--- src/rtl/uart_io_pkg.sv ---
// Shared IO constants for the UART receive register block.
// Status word bit positions and register addresses.
package uart_io_pkg;

   localparam int OVR_BIT    = 15;
   localparam int FULL_BIT   = 14;
   localparam int NEMPTY_BIT = 13;
   localparam int COUNT_LSB  = 8;
   localparam int COUNT_W    = 5;

   localparam logic [7:0] UART_RX_DATA_ADDR = 8'h00;
   localparam logic [7:0] UART_RX_STAT_ADDR = 8'h04;

endpackage

--- src/rtl/uart_rx_fifo_ram.sv ---
// Byte storage for the UART receive FIFO.
// Synchronous write port, asynchronous read port, no reset.
module fifo_ram #(
   parameter int AW = 4
) (
   input  logic          clock,
   input  logic          i_we,
   input  logic [AW-1:0] i_waddr,
   input  logic [7:0]    i_wdata,
   input  logic [AW-1:0] i_raddr,
   output logic [7:0]    o_rdata
);

   logic [7:0] r_mem [2**AW];

   // write the incoming byte at the write pointer
   always_ff @(posedge clock) begin
      if (i_we) r_mem[i_waddr] <= i_wdata;
   end

   assign o_rdata = r_mem[i_raddr];

endmodule

--- src/rtl/uart_rx_fifo.sv ---
// UART receive FIFO with sticky overrun and IO status word.
// Define UART_RX_FIFO_IRQ_EN to enable the registered irq output.
module uart_rx_fifo
   import uart_io_pkg::*;
#(
   parameter int DEPTH_LOG2 = 4,
   parameter int IRQ_LEVEL  = 1
) (
   input  logic        clock,
   input  logic        reset_n,
   input  logic [7:0]  s_axis_tdata,
   input  logic        s_axis_tvalid,
   output logic        s_axis_tready,
   input  logic        pop,
   input  logic        clear_overrun,
   output logic [15:0] status_out,
   output logic        irq
);

   localparam int DEPTH = 1 << DEPTH_LOG2;
   localparam int CW    = DEPTH_LOG2 + 1;
   localparam logic [CW-1:0] LP_DEPTH = CW'(DEPTH);

   logic [DEPTH_LOG2-1:0] r_wptr;
   logic [DEPTH_LOG2-1:0] r_rptr;
   logic [CW-1:0]         r_count;
   logic                  r_ovr;
   logic                  r_ready;

   logic        w_full;
   logic        w_empty;
   logic        w_in;
   logic        w_push;
   logic        w_pop;
   logic        w_ovr_set;
   logic [7:0]  w_head;
   logic [15:0] w_status;

   assign w_full    = (r_count == LP_DEPTH);
   assign w_empty   = (r_count == '0);
   assign w_in      = s_axis_tvalid & r_ready;
   assign w_pop     = pop & ~w_empty;
   // at full a same-cycle pop frees the slot being written
   assign w_push    = w_in & (~w_full | pop);
   assign w_ovr_set = w_in & w_full & ~pop;

   fifo_ram #(
      .AW (DEPTH_LOG2)
   ) u_ram (
      .clock   (clock),
      .i_we    (w_push),
      .i_waddr (r_wptr),
      .i_wdata (s_axis_tdata),
      .i_raddr (r_rptr),
      .o_rdata (w_head)
   );

   // ready is registered so it stays low while reset is held
   always_ff @(posedge clock or negedge reset_n) begin
      if (!reset_n) r_ready <= 1'b0;
      else          r_ready <= 1'b1;
   end

   // pointer and occupancy bookkeeping
   always_ff @(posedge clock or negedge reset_n) begin
      if (!reset_n) begin
         r_wptr  <= '0;
         r_rptr  <= '0;
         r_count <= '0;
      end else begin
         if (w_push) r_wptr <= r_wptr + 1'b1;
         if (w_pop)  r_rptr <= r_rptr + 1'b1;
         if (w_push && !w_pop)
            r_count <= r_count + 1'b1;
         else if (w_pop && !w_push)
            r_count <= r_count - 1'b1;
      end
   end

   // sticky overrun; a new overrun beats a clear
   always_ff @(posedge clock or negedge reset_n) begin
      if (!reset_n)           r_ovr <= 1'b0;
      else if (w_ovr_set)     r_ovr <= 1'b1;
      else if (clear_overrun) r_ovr <= 1'b0;
   end

   // status word assembled from registered state only
   always_comb begin
      w_status = '0;
      w_status[OVR_BIT]    = r_ovr;
      w_status[FULL_BIT]   = w_full;
      w_status[NEMPTY_BIT] = ~w_empty;
      w_status[COUNT_LSB +: COUNT_W] = COUNT_W'(r_count);
      w_status[7:0] = w_empty ? 8'h00 : w_head;
   end

   assign status_out    = w_status;
   assign s_axis_tready = r_ready;

`ifdef UART_RX_FIFO_IRQ_EN
   localparam logic [CW-1:0] LP_IRQ_LEVEL = CW'(IRQ_LEVEL);

   logic r_irq;

   // irq follows the level/overrun condition one edge later
   always_ff @(posedge clock or negedge reset_n) begin
      if (!reset_n) r_irq <= 1'b0;
      else          r_irq <= (r_count >= LP_IRQ_LEVEL) | r_ovr;
   end

   assign irq = r_irq;
`else
   logic w_unused_irq_level;

   assign w_unused_irq_level = ^IRQ_LEVEL;
   assign irq = 1'b0;
`endif

endmodule

--- config.mk ---
export PLATFORM = sky130hd
export DESIGN_NAME = uart_rx_fifo
export DESIGN_NICKNAME = d
export VERILOG_FILES = /design/src/rtl/uart_io_pkg.sv /design/src/rtl/uart_rx_fifo_ram.sv /design/src/rtl/uart_rx_fifo.sv
export SDC_FILE = /design/constraint.sdc
export NUM_CORES = 1
export LEC_CHECK = 0
export ABC_CLOCK_PERIOD_IN_PS = 5000
export CAP_MARGIN = 20
export CORE_AREA = 5 5 103 105
export DETAILED_ROUTE_END_ITERATION = 10
export DIE_AREA = 0 0 108 110
export GPL_TIMING_DRIVEN = 0
export HOLD_SLACK_MARGIN = 0.1
export PLACE_DENSITY = 0.82
export SYNTH_ARGS = -nofsm -noshare
export SYNTH_HDL_FRONTEND = slang
export SYNTH_SLANG_ARGS = --single-unit
--- constraint.sdc ---
create_clock -name clock -period 5 [get_ports clock]
set_clock_uncertainty 0.2 [all_clocks]
set_input_delay 1 -clock clock [delete_from_list [all_inputs] [get_ports clock]]
set_output_delay 1 -clock clock [all_outputs]
set_load 0.05 [all_outputs]
Yosys cells after proc, flatten, opt, wreduce, memory -nomap -nowiden
Memories as Yosys holds them, arrays and structs flattened.
Cells that the tools add are included.
{"block": "op_classes", "muxes": 7, "bitwise_logic": 9, "n_reduce_logical": 7, "n_eq_ne": 1, "addsub": 4}
{"operator": "$mux 5", "n": 2}
{"operator": "$add 4x1->4 const B", "n": 2}
{"operator": "$mux 8", "n": 1}
{"operator": "$add 5x1->5 const B", "n": 1}
{"operator": "$and 1x1->1", "n": 5}
{"operator": "$eq 5x5->1 const B", "n": 1}
{"operator": "$logic_not 5->1", "n": 1}
{"operator": "$sub 5x1->5 const B", "n": 1}
{"operator": "$mux 1", "n": 4}
{"operator": "$reduce_bool 2->1", "n": 2}
{"operator": "$not 1->1", "n": 3}
{"operator": "$logic_and 1x1->1", "n": 2}
{"operator": "$logic_not 1->1", "n": 2}
{"operator": "$or 1x1->1", "n": 1}
{"block": "totals", "in_bits": 13, "ram_bits": 128, "wordCells": 34, "mem_count": 1, "ff_bits": 15}
{"name": "u_ram.r_mem", "words": 16, "width": 8, "rd": 1, "rd_ports_with_merged_regs": 0, "wr": 1, "line": "uart_rx_fifo_ram.sv:14", "rtl": "logic [7:0] r_mem [2**AW];"}

Longest topological paths before layout
Gate-level depths: netlist of the first run.
{"block": "logic_depth", "ltp_word": 8, "mapped_depth": 10, "mapped_depth_nobuf": 10}

By module
From an unflattened synthesis of the first run, not the netlist that was laid out.
{"block": "unflattened", "cells_unflattened": 298, "hier_area_um2": 5858.1}
{"module": "fifo_ram", "cells_per_inst": 221, "area_each_um2": 4987.3, "seq_area_each_um2": 3843.7, "n_inst": 1}
{"module": "uart_rx_fifo", "cells_per_inst": 77, "area_each_um2": 870.8, "seq_area_each_um2": 375.4, "n_inst": 1}

Worst setup path after synthesis of the first run
No wires, ideal clock.
{"block": "synth_path", "path_kind": "reg-to-output", "start": "register r_count[0]", "end": "output status_out[0]", "slack_ps": 1634, "stages_incl_launch_ff": 6, "t_arrival_ps": 2166, "required_time_ps": 3800, "path_buffers": 1, "path_cell_list": "dfrtp_1 nor4_1 or2b_1 clkbuf_8 o21ai_0 a21oi_1"}
{"block": "synth_via", "elab_chain_cells": 2}
{"element": "start: declaration", "line": "uart_rx_fifo.sv:26", "rtl": "logic [CW-1:0] r_count;"}
{"element": "start signal: assignment", "line": "uart_rx_fifo.sv:74", "rtl": "r_count <= r_count + 1'b1;"}
{"element": "start signal: assignment", "line": "uart_rx_fifo.sv:76", "rtl": "r_count <= r_count - 1'b1;"}
{"element": "$logic_not 5->1", "line": "uart_rx_fifo.sv:40", "rtl": "assign w_empty = (r_count == '0);"}
{"element": "$mux 8", "line": "uart_rx_fifo.sv:94", "rtl": "w_status[7:0] = w_empty ? 8'h00 : w_head;"}
{"element": "end: declaration", "line": "uart_rx_fifo.sv:16", "rtl": "output logic [15:0] status_out,"}
No other way between the ends.

Final worst setup path of the first run
{"block": "layout_path", "start": "register r_rptr[1]", "end": "output status_out[1]"}
{"block": "layout_via", "elab_chain_cells": 2}
{"element": "start: declaration", "line": "uart_rx_fifo.sv:25", "rtl": "logic [DEPTH_LOG2-1:0] r_rptr;"}
{"element": "start signal: assignment", "line": "uart_rx_fifo.sv:72", "rtl": "if (w_pop) r_rptr <= r_rptr + 1'b1;"}
{"element": "$mem_v2 16x8"}
{"element": "$mux 8", "line": "uart_rx_fifo.sv:94"}
No other way between the ends.

==> results of run 1 <==
[worst reg2reg max path: cells and delay by family (launching register included)]
family,cells,cell delay (ps)
adders and majority gates,2,670
and+or+nand+nor,3,1130
buffers and inverters,1,150
DFF,1,450
AOI/OAI and AO/OA,3,790
[power by group through the flow]
stage | Clock (mW) | Sequential, mW | Combinational [mW]
3_3_place_gp | 0 | 1.49 | 1.59
4_1_cts | 1.24 | 1.48 | 1.67
6_report | 1.23 | 1.48 | 1.67
2_1_floorplan | 0 | 1.55 | 1.12
3_5_place_dp | 0 | 1.50 | 1.64
5_1_grt | 1.30 | 1.49 | 1.76
[metal layers]
layer | vias up | GRT usage [%] | share of wire, %
met3 | 18 | 3.84 | 6.6
li1 | 1326 | - | -
met4 | 0 | 11.0 | 2.3
met1 | 1570 | 30.6 | 41
met5 | - | 0 | 0
met2 | 145 | 36.1 | 50
[cells by family after synthesis]
| family | synth area share [%] |
|---|---|
| adders and majority gates | 2.24 |
| xor gates and xnor gates | 1.33 |
| buffers and inverters | 3.09 |
| DFF | 71.3 |
| muxes | 16.1 |
| AOI/OAI and AO/OA | 2.71 |
| and+or+nand+nor | 3.11 |
| other | 0.127 |
[Yosys cell counts (2+ instances only)]
cell type	number
edfxtp_1	128
mux4_2	24
dfrtp_1	15
nand2_1	13
nor2_1	12
a21oi_1	10
mux2_2	10
ha_1	9
mux2i_1	9
mux4_1	8
o21ai_0	8
xnor2_1	8
buf_4	7
nor3_1	7
inv_1	5
o21ai_1	4
buf_2	3
a21o_1	2
buf_1	2
buf_6	2
clkbuf_8	2
conb_1	2
nand2b_1	2
nand3_1	2
[per-stage QoR]
step	hold WS [ps]	setup slack [ps]	util (%)	instance area (um2)	cells
floorplan	306	1630	-	5920	308
finish	346	619	73.3	7000	506
global route	378	525	73.3	7000	506
CTS	350	616	73.3	7000	506
detailed placement	338	858	67.1	6400	474
global placement	323	1030	66.8	6370	470
[area by class of cell]
| class | count | area (um2) | share of cell area, % |
|---|---|---|---|
| Timing Repair Buffer | 33 | 320 | 4.57 |
| Multi-Input combinational cell | 141 | 1520 | 21.7 |
| Clock buffer | 24 | 526 | 7.50 |
| Clock inverter | 8 | 72.6 | 1.04 |
| Inverter | 5 | 18.8 | 0.268 |
| Tap cell | 133 | 166 | 2.38 |
| Sequential cell | 143 | 4220 | 60.2 |
| Buffer | 19 | 164 | 2.34 |
[worst paths after layout]
| path | slack [ps] | to |
|---|---|---|
| worst max-delay path | 620 | status_out[1] |
| worst min-delay path | 350 | r_ovr$_DFFE_PN0P_ |
| worst max register to register | 1480 | r_count[4]$_DFFE_PN0P_ |
| worst min register to register | 350 | r_ovr$_DFFE_PN0P_ |
| max in group asynchronous | 3440 | r_wptr[2]$_DFFE_PN0P_ |
| min in group asynchronous | 710 | s_axis_tready$_DFF_PN0_ |
[sequential cells by signal, indices dropped and copies added, names as in the netlist]
signal / flops
r_count: 5
r_ovr: 1
r_rptr: 4
r_wptr: 4
s_axis_tready: 1
u_ram.r_mem: 128
==> summary.md, run 1 <==
| Metric | Value |
|---|---|
| Status | complete, no violations |
| Resized cells post-CTS | 0 |
| Routed WL | 12.1 mm |
| Vias per cell | 6.05 |
| Initial Utilization | 62.0% |
| Power Total | 4.38 mW |
| Crit Path Max Fanout | 10 |
| Number of synthesized flops with an enable pin | 128 |
| Period utilization | 87.6% |
| Leak pwr | 2.40 nW |
| Setup crit start | r_rptr[1]$_DFFE_PN0P_ |
| Yosys warns | 0 |
| Slowest-stage cell, CP | clkdlybuf4s50_1 |
| TNS Setup | 0 ps |
| Worst hold start | r_ovr$_DFFE_PN0P_ |
| Initial DRC count | 353 |
| GRT Total Usage | 22.5% |
| Via count | 3,059 |
| Worst-path clk slew | 60 ps |
| Synth area leader | edfxtp_1 |
| First-pass GRT wire length | 18.6 mm |
| Routability Congestion | 0.773 |
| CORE AREA | 9550 um2 |
| Synth Area per Inst | 19.2 um2 |
| Layout cells sized above 1 | 22.5% |
| Largest net degree at the start of global routing | 17 |
| Most used DFF post-synth | edfxtp_1 |
| Power per cell area | 625 nW/um2 |
| Tmin final | 4380 ps |
| Cells taking the most area after synthesis | edfxtp_1 65%, mux4_2 9.1%, dfrtp_1 6.3%, mux4_1 3.6%, ha_1 1.9% |
| Flop pwr share | 33.8% |
| CP bufs+invs | 3 |
| Hold/Removal Path Class | reg -> reg |
| Max Cap Viol | 0 |
| Max Fclk | 0.228 GHz |
| Hold Fails Final Rpt | 0 |
| Hold Crit Depth | 2 |
| Most frequent cells in the layout | 128 x edfxtp_1, 29 x clkdlybuf4s50_1, 24 x mux4_2 |
| Worst vdd ir | 403 uV |
| Post-CTS Hold Buffers | 0 |
| Setup crit end kind | output port |
| Final setup fails | 0 |
| Layout Nets | 383 |
| Grt ovf | 0 |
| CP arrival | 3180 ps |
| Worst path depth | 7 |
| Clk_lat worst skew | 520 ps |
| RSZ-0062 raised after global routing | false |
| Vias in the first global route | 3,204 |
| Antenna Cells | 0 |
| P_int | 2.89 mW |
| Ys async rst share | 10.5% |
| Area Growth Syn to Fin | 18.3% |
| Commonest non-fill, non-tap cell in the layout | edfxtp_1 |
| Height of the die | 110 um |
| H-tree depth | 4 |
| CP delay by family, top | buffers and inverters |
| Synth Cell Area | 5920 um2 |
| Max-slew violations | 0 |
| Seq cells post-synth | 143 |
| P_sw | 1.49 mW |
| Cell Chain, Critical Path | buf_6, buf_12, mux4_2, mux2_2, o21ai_0, a21oi_1, clkdlybuf4s50_1 |
| # fillers | 568 |
| Sw Share | 34.0% |
| Initial antenna violation count | 0 |
| Post-DRT Antenna Nets | 0 |
| Comb power frac | 38.1% |
| Worst EP required | 3800 ps |
| Slowest cell delay on critical path | 720 ps |
| Sequential share of the synthesized area | 71.3% |
| Reg-to-reg startpoint | r_count[0]$_DFFE_PN0P_ |
| Root Driver | clkbuf_8 |
| CTS buffer count | 17 |
| Worst r2r path cells | 9 |
| Startpoint Class | flip-flop |
| Setup repair bufs after CTS | 0 |
| Setup CP Type | reg -> out |
| Synthesized Nets | 331 |
| Cell count after synthesis | 308 |
| Die Area | 11,900 um2 |
| CTS max path bufs | 2 |
| DR pass1 iterations | 4 |
| Rows | 36 |
| Clock share of power | 28.2% |
| Share of the synthesized area in the top cell type | 64.9% |
| Die width | 108 um |
| HPWL after DPL | 7.25 mm |
| Port buffer count | 29 |
| # DRC | 0 |
| Worst-Margin Slew | 806 ps |
| CTS sink cnt | 143 |
| Max-slew headroom | 46.0% |
| CTS tree | yes |
| Post-synth cell types | 38 |
| Drt wl/cell | 23.9 um |
| # IOs | 31 |
(Power assumes the default switching activity.)
==> inputs of run 2 (changes only) <==
--- a/config.mk
+++ b/config.mk
@@ -7,12 +7,13 @@
 export LEC_CHECK = 0
 export ABC_CLOCK_PERIOD_IN_PS = 5000
 export CAP_MARGIN = 20
-export CORE_AREA = 5 5 103 105
+export CORE_AREA = 5 5 102 104
 export DETAILED_ROUTE_END_ITERATION = 10
-export DIE_AREA = 0 0 108 110
+export DIE_AREA = 0 0 107 109
 export GPL_TIMING_DRIVEN = 0
 export HOLD_SLACK_MARGIN = 0.1
-export PLACE_DENSITY = 0.82
+export PLACE_DENSITY = 0.83
 export SYNTH_ARGS = -nofsm -noshare
 export SYNTH_HDL_FRONTEND = slang
+export SYNTH_HIERARCHICAL = 1
 export SYNTH_SLANG_ARGS = --single-unit
==> run 2 against run 1 <==
Critical path depth unchanged. Final area is 1.3% lower. Sequential power increased by 4%. Utilization down 0.23 points. Largest cell class unchanged. First-iteration DRC count is 0.57% lower. Non-clock buffer count decreased by 3. Clock power hardly changed. Maximum frequency is 0.86% higher. Highest routed layer unchanged. Combinational power down 6%. Global-route usage increased by 0.54 points. Synthesized cell count decreased by 3.2%. Sequential cell count did not move.
==> summary.md, run 2 <==
| Metric | Value |
|---|---|
| Rows | 36 (unchanged) |
| Most used DFF post-synth | edfxtp_1 |
| Power per cell area | 629 nW/um2 (+0.61%) |
| Setup crit end kind | output port |
| CTS max path bufs | 2 (unchanged) |
| P_int | 2.88 mW (-0.32%) |
| Synthesized Nets | 318 (-3.9%) |
| Most frequent cells in the layout | 128 x edfxtp_1, 29 x clkdlybuf4s50_1, 18 x mux4_2 |
| Share of the synthesized area in the top cell type | 65.6% (+0.67 points) |
| Layout cells sized above 1 | 20.1% (-2.4 points) |
| DR pass1 iterations | 7 (+3) |
| Routability Congestion | 0.774 (about the same) |
| Grt ovf | 0 (unchanged) |
| Flop pwr share | 35.4% (+1.6 points) |
| Height of the die | 109 um (-0.91%) |
| Post-DRT Antenna Nets | 0 (unchanged) |
| Commonest non-fill, non-tap cell in the layout | edfxtp_1 |
| Hold Crit Endpoint | r_ovr$_DFFE_PN0P_ |
| FF/Latch Area | 4220 um2 (unchanged) |
| Count leader, synth | edfxtp_1 |
| RSZ-0062 raised after global routing | false |
| # DRC | 0 (unchanged) |
| Initial Utilization | 61.9% (about the same) |
| Vias in the first global route | 3,161 (-1.3%) |
| Area Growth Syn to Fin | 18.0% |
| Number of synthesized flops with an enable pin | 128 (unchanged) |
| Worst R2R Setup Slack | 2140 ps (+660 ps) |
| Ys async rst share | 10.5% (unchanged) |
| Hold Fails Final Rpt | 0 (unchanged) |
| CORE AREA | 9460 um2 (-0.94%) |
| Max Fclk | 0.230 GHz (+0.86%) |
| Status | complete, no violations |
| Max Cap Viol | 0 (unchanged) |
| Period utilization | 86.9% (-0.75 points) |
| Worst hold start | r_ovr$_DFFE_PN0P_ |
| Worst-Margin Slew | 852 ps (+45.6 ps) |
| GRT Total Usage | 23.1% (+0.54 points) |
| Max-slew headroom | 42.8% (-3.3 points) |
| CP bufs+invs | 3 (unchanged) |
| Slowest-stage cell, CP | clkdlybuf4s50_1 |
| Cells taking the most area after synthesis | edfxtp_1 66%, mux4_2 6.9%, dfrtp_1 6.4%, mux4_1 6.3%, a22oi_1 2.1% |
| Max-slew violations | 0 (unchanged) |
| Hold/Removal Path Class | reg -> reg |
| Comb power frac | 36.1% (-2.0 points) |
| Worst vdd ir | 563 uV (+39%) |
| Clk_lat worst skew | 520 ps (about the same) |
| Max reg flops | 128 (unchanged) |
| Largest Register | u_ram/r_mem |
| Worst EP required | 3800 ps (about the same) |
| CTS tree | yes |
| Reg2reg end | r_count[3]$_DFFE_PN0P_ |
| Design area | 6920 um2 (-1.3%) |
| Final setup fails | 0 (unchanged) |
| CP dominant cell by count | buf_6 |
| Clock share of power | 28.5% (+0.3 points) |
| CP arrival | 3140 ps (-40 ps) |
| Sequential share of the synthesized area | 72.0% (+0.73 points) |
| Routed WL | 12.0 mm (-1.1%) |
| Resized cells post-CTS | 0 (unchanged) |
| Layout Nets | 371 (-3.1%) |
| Worst r2r path cells | 9 (unchanged) |
| First-pass GRT wire length | 18.8 mm (+1.4%) |
| Post-synth cell types | 41 (+7.9%) |
| Synth area leader | edfxtp_1 |
| CTS sink cnt | 143 (unchanged) |
| Via count | 3,028 (-1.0%) |
| Initial antenna violation count | 0 (unchanged) |
| CTS buffer count | 17 (unchanged) |
| Footprint of the multi-input gates | 1500 um2 (-1.1%) |
| Leak pwr | 2.38 nW (-0.79%) |
| Sw Share | 33.8% (-0.22 points) |
| Yosys warns | 6 (+6) |
| # fillers | 557 (-1.9%) |
| Post-DP Area | 6330 um2 (-1.2%) |
| Post-CTS Hold Buffers | 0 (unchanged) |
| HPWL after DPL | 7.41 mm (+2.2%) |
| Reg-to-reg startpoint | r_count[0]$_DFFE_PN0P_ |
| Tmin final | 4340 ps (-37.3 ps) |
| Drt wl/cell | 25.1 um (+4.9%) |
| Setup repair bufs after CTS | 0 (unchanged) |
| Hold Crit Depth | 2 (unchanged) |
| # IOs | 31 (unchanged) |
| Regs by FF count | u_ram/r_mem: 128 flops, r_count: 5 flops |
| Crit Path Max Fanout | 10 (unchanged) |
| Die width | 107 um (-0.93%) |
| P_sw | 1.47 mW (-1.3%) |
| Port buffer count | 29 (unchanged) |
| Post-synth top cells | 128 x edfxtp_1, 18 x mux4_2, 16 x a22oi_1 |
| Die Area | 11,700 um2 (-1.8%) |
| Vias per cell | 6.35 (+5.0%) |
| Seq cells post-synth | 143 (unchanged) |
| Worst-path clk slew | 60 ps (about the same) |
| H-tree depth | 4 (unchanged) |
| CP delay by family, top | buffers and inverters |
| Antenna Cells | 0 (unchanged) |
| Synth Cell Area | 5860 um2 (-1.0%) |
| Setup CP Type | reg -> out |
| Startpoint Class | flip-flop |
| Cell count after synthesis | 298 (-3.2%) |
| Initial DRC count | 351 (-0.57%) |
| Largest net degree at the start of global routing | 17 (unchanged) |
| Synth Area per Inst | 19.7 um2 (+2.3%) |
| Cell Chain, Critical Path | buf_6, buf_6, mux4_1, a22oi_1, nand2_1, and2_1, clkdlybuf4s50_1 |
| TNS Setup | 0 ps (unchanged) |
| Slowest cell delay on critical path | 690 ps (-30 ps) |
| Root Driver | clkbuf_8 |
## run 2: cell type report
class	instances	share of cell area (%)
buffer	15	1.79
clock buffer	18	6.04
clock inverter	13	2.48
inverter	4	0.217
multi-input combinational	136	21.7
sequential	143	61.0
tap	114	2.06
timing repair buffer	34	4.70
## run 2: worst max-delay path by stage
stage	startpoint	end	slack [ps]	cells past startpoint
after global routing	r_rptr[0]$_DFFE_PN0P_	status_out[4]	530	7
after CTS	r_rptr[0]$_DFFE_PN0P_	status_out[1]	640	7
after floorplan	s_axis_tvalid	u_ram/r_mem[0][0]$_DFFE_PP_	1930	4
final	r_rptr[0]$_DFFE_PN0P_	status_out[2]	660	7
after global placement	pop	u_ram/r_mem[0][2]$_DFFE_PP_	840	5
after detailed placement	r_rptr[0]$_DFFE_PN0P_	status_out[1]	1180	7
## run 2: through the flow
stage / power [mW] / setup slack [ps] / hold slack (ps) / std cells / util (%)
2_1_floorplan: 2.64 / 1930 / 286 / 298 / -
3_3_place_gp: 3.07 / 838 / 311 / 441 / 66.5
3_5_place_dp: 3.11 / 1180 / 320 / 446 / 66.9
4_1_cts: 4.37 / 642 / 360 / 477 / 73.1
5_1_grt: 4.54 / 534 / 389 / 477 / 73.1
6_report: 4.35 / 657 / 363 / 477 / 73.1
## run 2: logic make-up after synthesis
group / synth area share (%)
adders and majority gates: 1.62
buffers and inverters: 2.37
AOI/OAI and AO/OA: 3.27
DFF: 72.0
xor gates and xnor gates: 1.50
and+or+nand+nor: 5.25
muxes: 13.8
other: 0.128
## run 2: routing by layer
| layer | global-route usage, % | routed length, um |
|---|---|---|
| met1 | 31.0 | 4830 |
| met2 | 36.9 | 6050 |
| met3 | 6.39 | 818 |
| met4 | 8.49 | 249 |
| met5 | 0 | 0 |
## run 2: power by group through the flow
stage | Sequential [mW] | Clock, mW | Combinational (mW)
after global placement | 1.55 | 0 | 1.52
after detailed placement | 1.56 | 0 | 1.55
after floorplan | 1.60 | 0 | 1.04
after global routing | 1.56 | 1.33 | 1.66
after CTS | 1.54 | 1.26 | 1.57
final | 1.54 | 1.24 | 1.57
## run 2: worst reg2reg max path: cells and delay by family, from the launching register on
| kind | cells | cell delay [ps] |
|---|---|---|
| AO/OA/AOI/OAI | 4 | 720 |
| AND/OR/NAND/NOR | 1 | 470 |
| adder cells (fa/ha/maj) | 2 | 530 |
| flip-flops | 1 | 470 |
| XOR/XNOR | 1 | 150 |
| buffers and inverters | 1 | 170 |
==> inputs of run 3 (changes only) <==
--- a/config.mk
+++ b/config.mk
@@ -13,6 +13,7 @@
 export GPL_TIMING_DRIVEN = 0
 export HOLD_SLACK_MARGIN = 0.1
 export PLACE_DENSITY = 0.83
+export SLEW_MARGIN = 20
 export SYNTH_ARGS = -nofsm -noshare
 export SYNTH_HDL_FRONTEND = slang
 export SYNTH_HIERARCHICAL = 1
==> run 3 against run 2 <==
Sequential power hardly changed. Setup slack lost 43 ps. Combinational power is essentially flat. Via count is 1.4% lower. Die area unchanged. Routed wire length fell by 3.0%. Register-to-register slack improved by 70 ps. Utilization rose by 0.36 points. Cell count fell by 0.84%. Largest power group unchanged.
==> summary.md, run 3 (synthesized netlist as in run 2, its figures left out) <==
| Metric | Value |
|---|---|
| Status | complete, no violations |
| Hold Fails Final Rpt | 0 (unchanged) |
| Initial DRC count | 214 (-39%) |
| HPWL after DPL | 7.10 mm (-4.2%) |
| Largest net degree at the start of global routing | 17 (unchanged) |
| Initial antenna violation count | 0 (unchanged) |
| RSZ-0062 raised after global routing | false |
| Routability Congestion | 0.774 (unchanged) |
| Worst-Margin Slew | 842 ps (-9.93 ps) |
| CTS buffer count | 17 (unchanged) |
| Antenna Cells | 0 (unchanged) |
| Max Cap Viol | 0 (unchanged) |
| Setup repair bufs after CTS | 0 (unchanged) |
| Max Fclk | 0.228 GHz (-0.99%) |
| Routed WL | 11.6 mm (-3.0%) |
| CORE AREA | 9460 um2 (unchanged) |
| First-pass GRT wire length | 18.1 mm (-3.9%) |
| Initial Utilization | 61.9% (unchanged) |
| Layout cells sized above 1 | 20.9% (+0.78 points) |
| Commonest non-fill, non-tap cell in the layout | edfxtp_1 |
| Worst-path clk slew | 60 ps (about the same) |
| # IOs | 31 (unchanged) |
| Final setup fails | 0 (unchanged) |
| Height of the die | 109 um (unchanged) |
| Power Total | 4.44 mW (+2.1%) |
| Post-CTS Hold Buffers | 0 (unchanged) |
| Worst EP required | 3800 ps (about the same) |
| Most frequent cells in the layout | 128 x edfxtp_1, 29 x clkdlybuf4s50_1, 18 x mux4_2 |
| # DRC | 0 (unchanged) |
| Layout Nets | 366 (-1.3%) |
| Crit Path Max Fanout | 10 (unchanged) |
| Setup ws final | 613 ps (-43.3 ps) |
| GRT Total Usage | 22.4% (-0.70 points) |
| DR pass1 iterations | 5 (-2) |
| Vias in the first global route | 3,041 (-3.8%) |
| Setup CP Type | reg -> out |
| CTS max path bufs | 2 (unchanged) |
| CP arrival | 3190 ps (+50 ps) |
| Setup crit end kind | output port |
| Max reg flops | 128 (unchanged) |
| Post-DRT Antenna Nets | 0 (unchanged) |
| Port buffer count | 29 (unchanged) |
| TNS Setup | 0 ps (unchanged) |
| Area Growth Syn to Fin | 18.6% |
| Leak pwr | 2.38 nW (about the same) |
| Startpoint Class | flip-flop |
| Largest Register | u_ram/r_mem |
| Tmin final | 4390 ps (+43.3 ps) |
| CTS tree | yes |
| Die width | 107 um (unchanged) |
| Vias per cell | 6.31 (-0.59%) |
| CTS sink cnt | 143 (unchanged) |
| Rows | 36 (unchanged) |
| H-tree depth | 4 (unchanged) |
| Grt ovf | 0 (unchanged) |
| Power per cell area | 639 nW/um2 (+1.6%) |
| Hold/Removal Path Class | reg -> reg |
| Period utilization | 87.7% (+0.87 points) |
| Max-slew violations | 0 (unchanged) |
| Clk_lat worst skew | 520 ps (about the same) |
| Pre-CTS WS | 1190 ps (+8.88 ps) |
| Max-slew headroom | 43.6% (+0.79 points) |
| Regs by FF count | u_ram/r_mem: 128 flops, r_count: 5 flops |
| Root Driver | clkbuf_8 |
| Worst vdd ir | 514 uV (-8.6%) |
| Drt wl/cell | 24.5 um (-2.2%) |
| Resized cells post-CTS | 0 (unchanged) |
| Via count | 2,985 (-1.4%) |
| Die Area | 11,700 um2 (unchanged) |
run 3: path summary, 6_finish.rpt:
check                                        from                      to  slack (ps)  cells after the start
min in group asynchronous                 reset_n  r_count[2]$_DFFE_PN0P_         740                      1
max in group asynchronous                 reset_n  r_count[1]$_DFFE_PN0P_        3370                      1
setup / recovery            r_rptr[0]$_DFFE_PN0P_           status_out[3]         610                      7
setup reg to reg           r_count[0]$_DFFE_PN0P_  r_count[3]$_DFFE_PN0P_        2210                      9
hold / removal                  r_ovr$_DFFE_PN0P_       r_ovr$_DFFE_PN0P_         370                      2
hold reg to reg                 r_ovr$_DFFE_PN0P_       r_ovr$_DFFE_PN0P_         370                      2
run 3: power by group:
| group | total, mW | internal (mW) | switching [mW] | leakage, nW |
|---|---|---|---|---|
| Clock | 1.34 | 0.885 | 0.458 | 0.308 |
| Sequential | 1.54 | 1.42 | 0.128 | 1.33 |
| Combinational | 1.55 | 0.661 | 0.893 | 0.742 |
run 3: per-layer routing:
layer	global-route usage (%)	vias up	wire [um]
met3	5.51	20	754
li1	-	1307	-
met2	33.8	111	5650
met1	31.4	1547	4900
met4	10.3	0	282
met5	0	-	0
run 3: critical path, cell delays in order (launching register included):
cell and delay [ps]:
dfrtp_1 430, buf_6 160, buf_6 170, mux4_1 640, a22oi_1 300, nand2_1 100, and2_1 160, clkdlybuf4s50_1 700
run 3: stage by stage:
step	util [%]	hold WS [ps]	std cells	cell area, um2
floorplan	-	286	298	5860
global placement	66.5	311	441	6290
detailed placement	66.7	320	441	6310
CTS	73.5	364	473	6950
global route	73.5	389	473	6950
finish	73.5	366	473	6950
run 3: final cells by class:
type,instances,area (um2)
fillers,543,2510
inverters,4,15.0
plain buffers,15,124
clock inverters,11,189
repair buffers,29,290
clock buffers,21,449
well taps,114,143
multi-input cells,136,1520
flip-flops and latches,143,4220
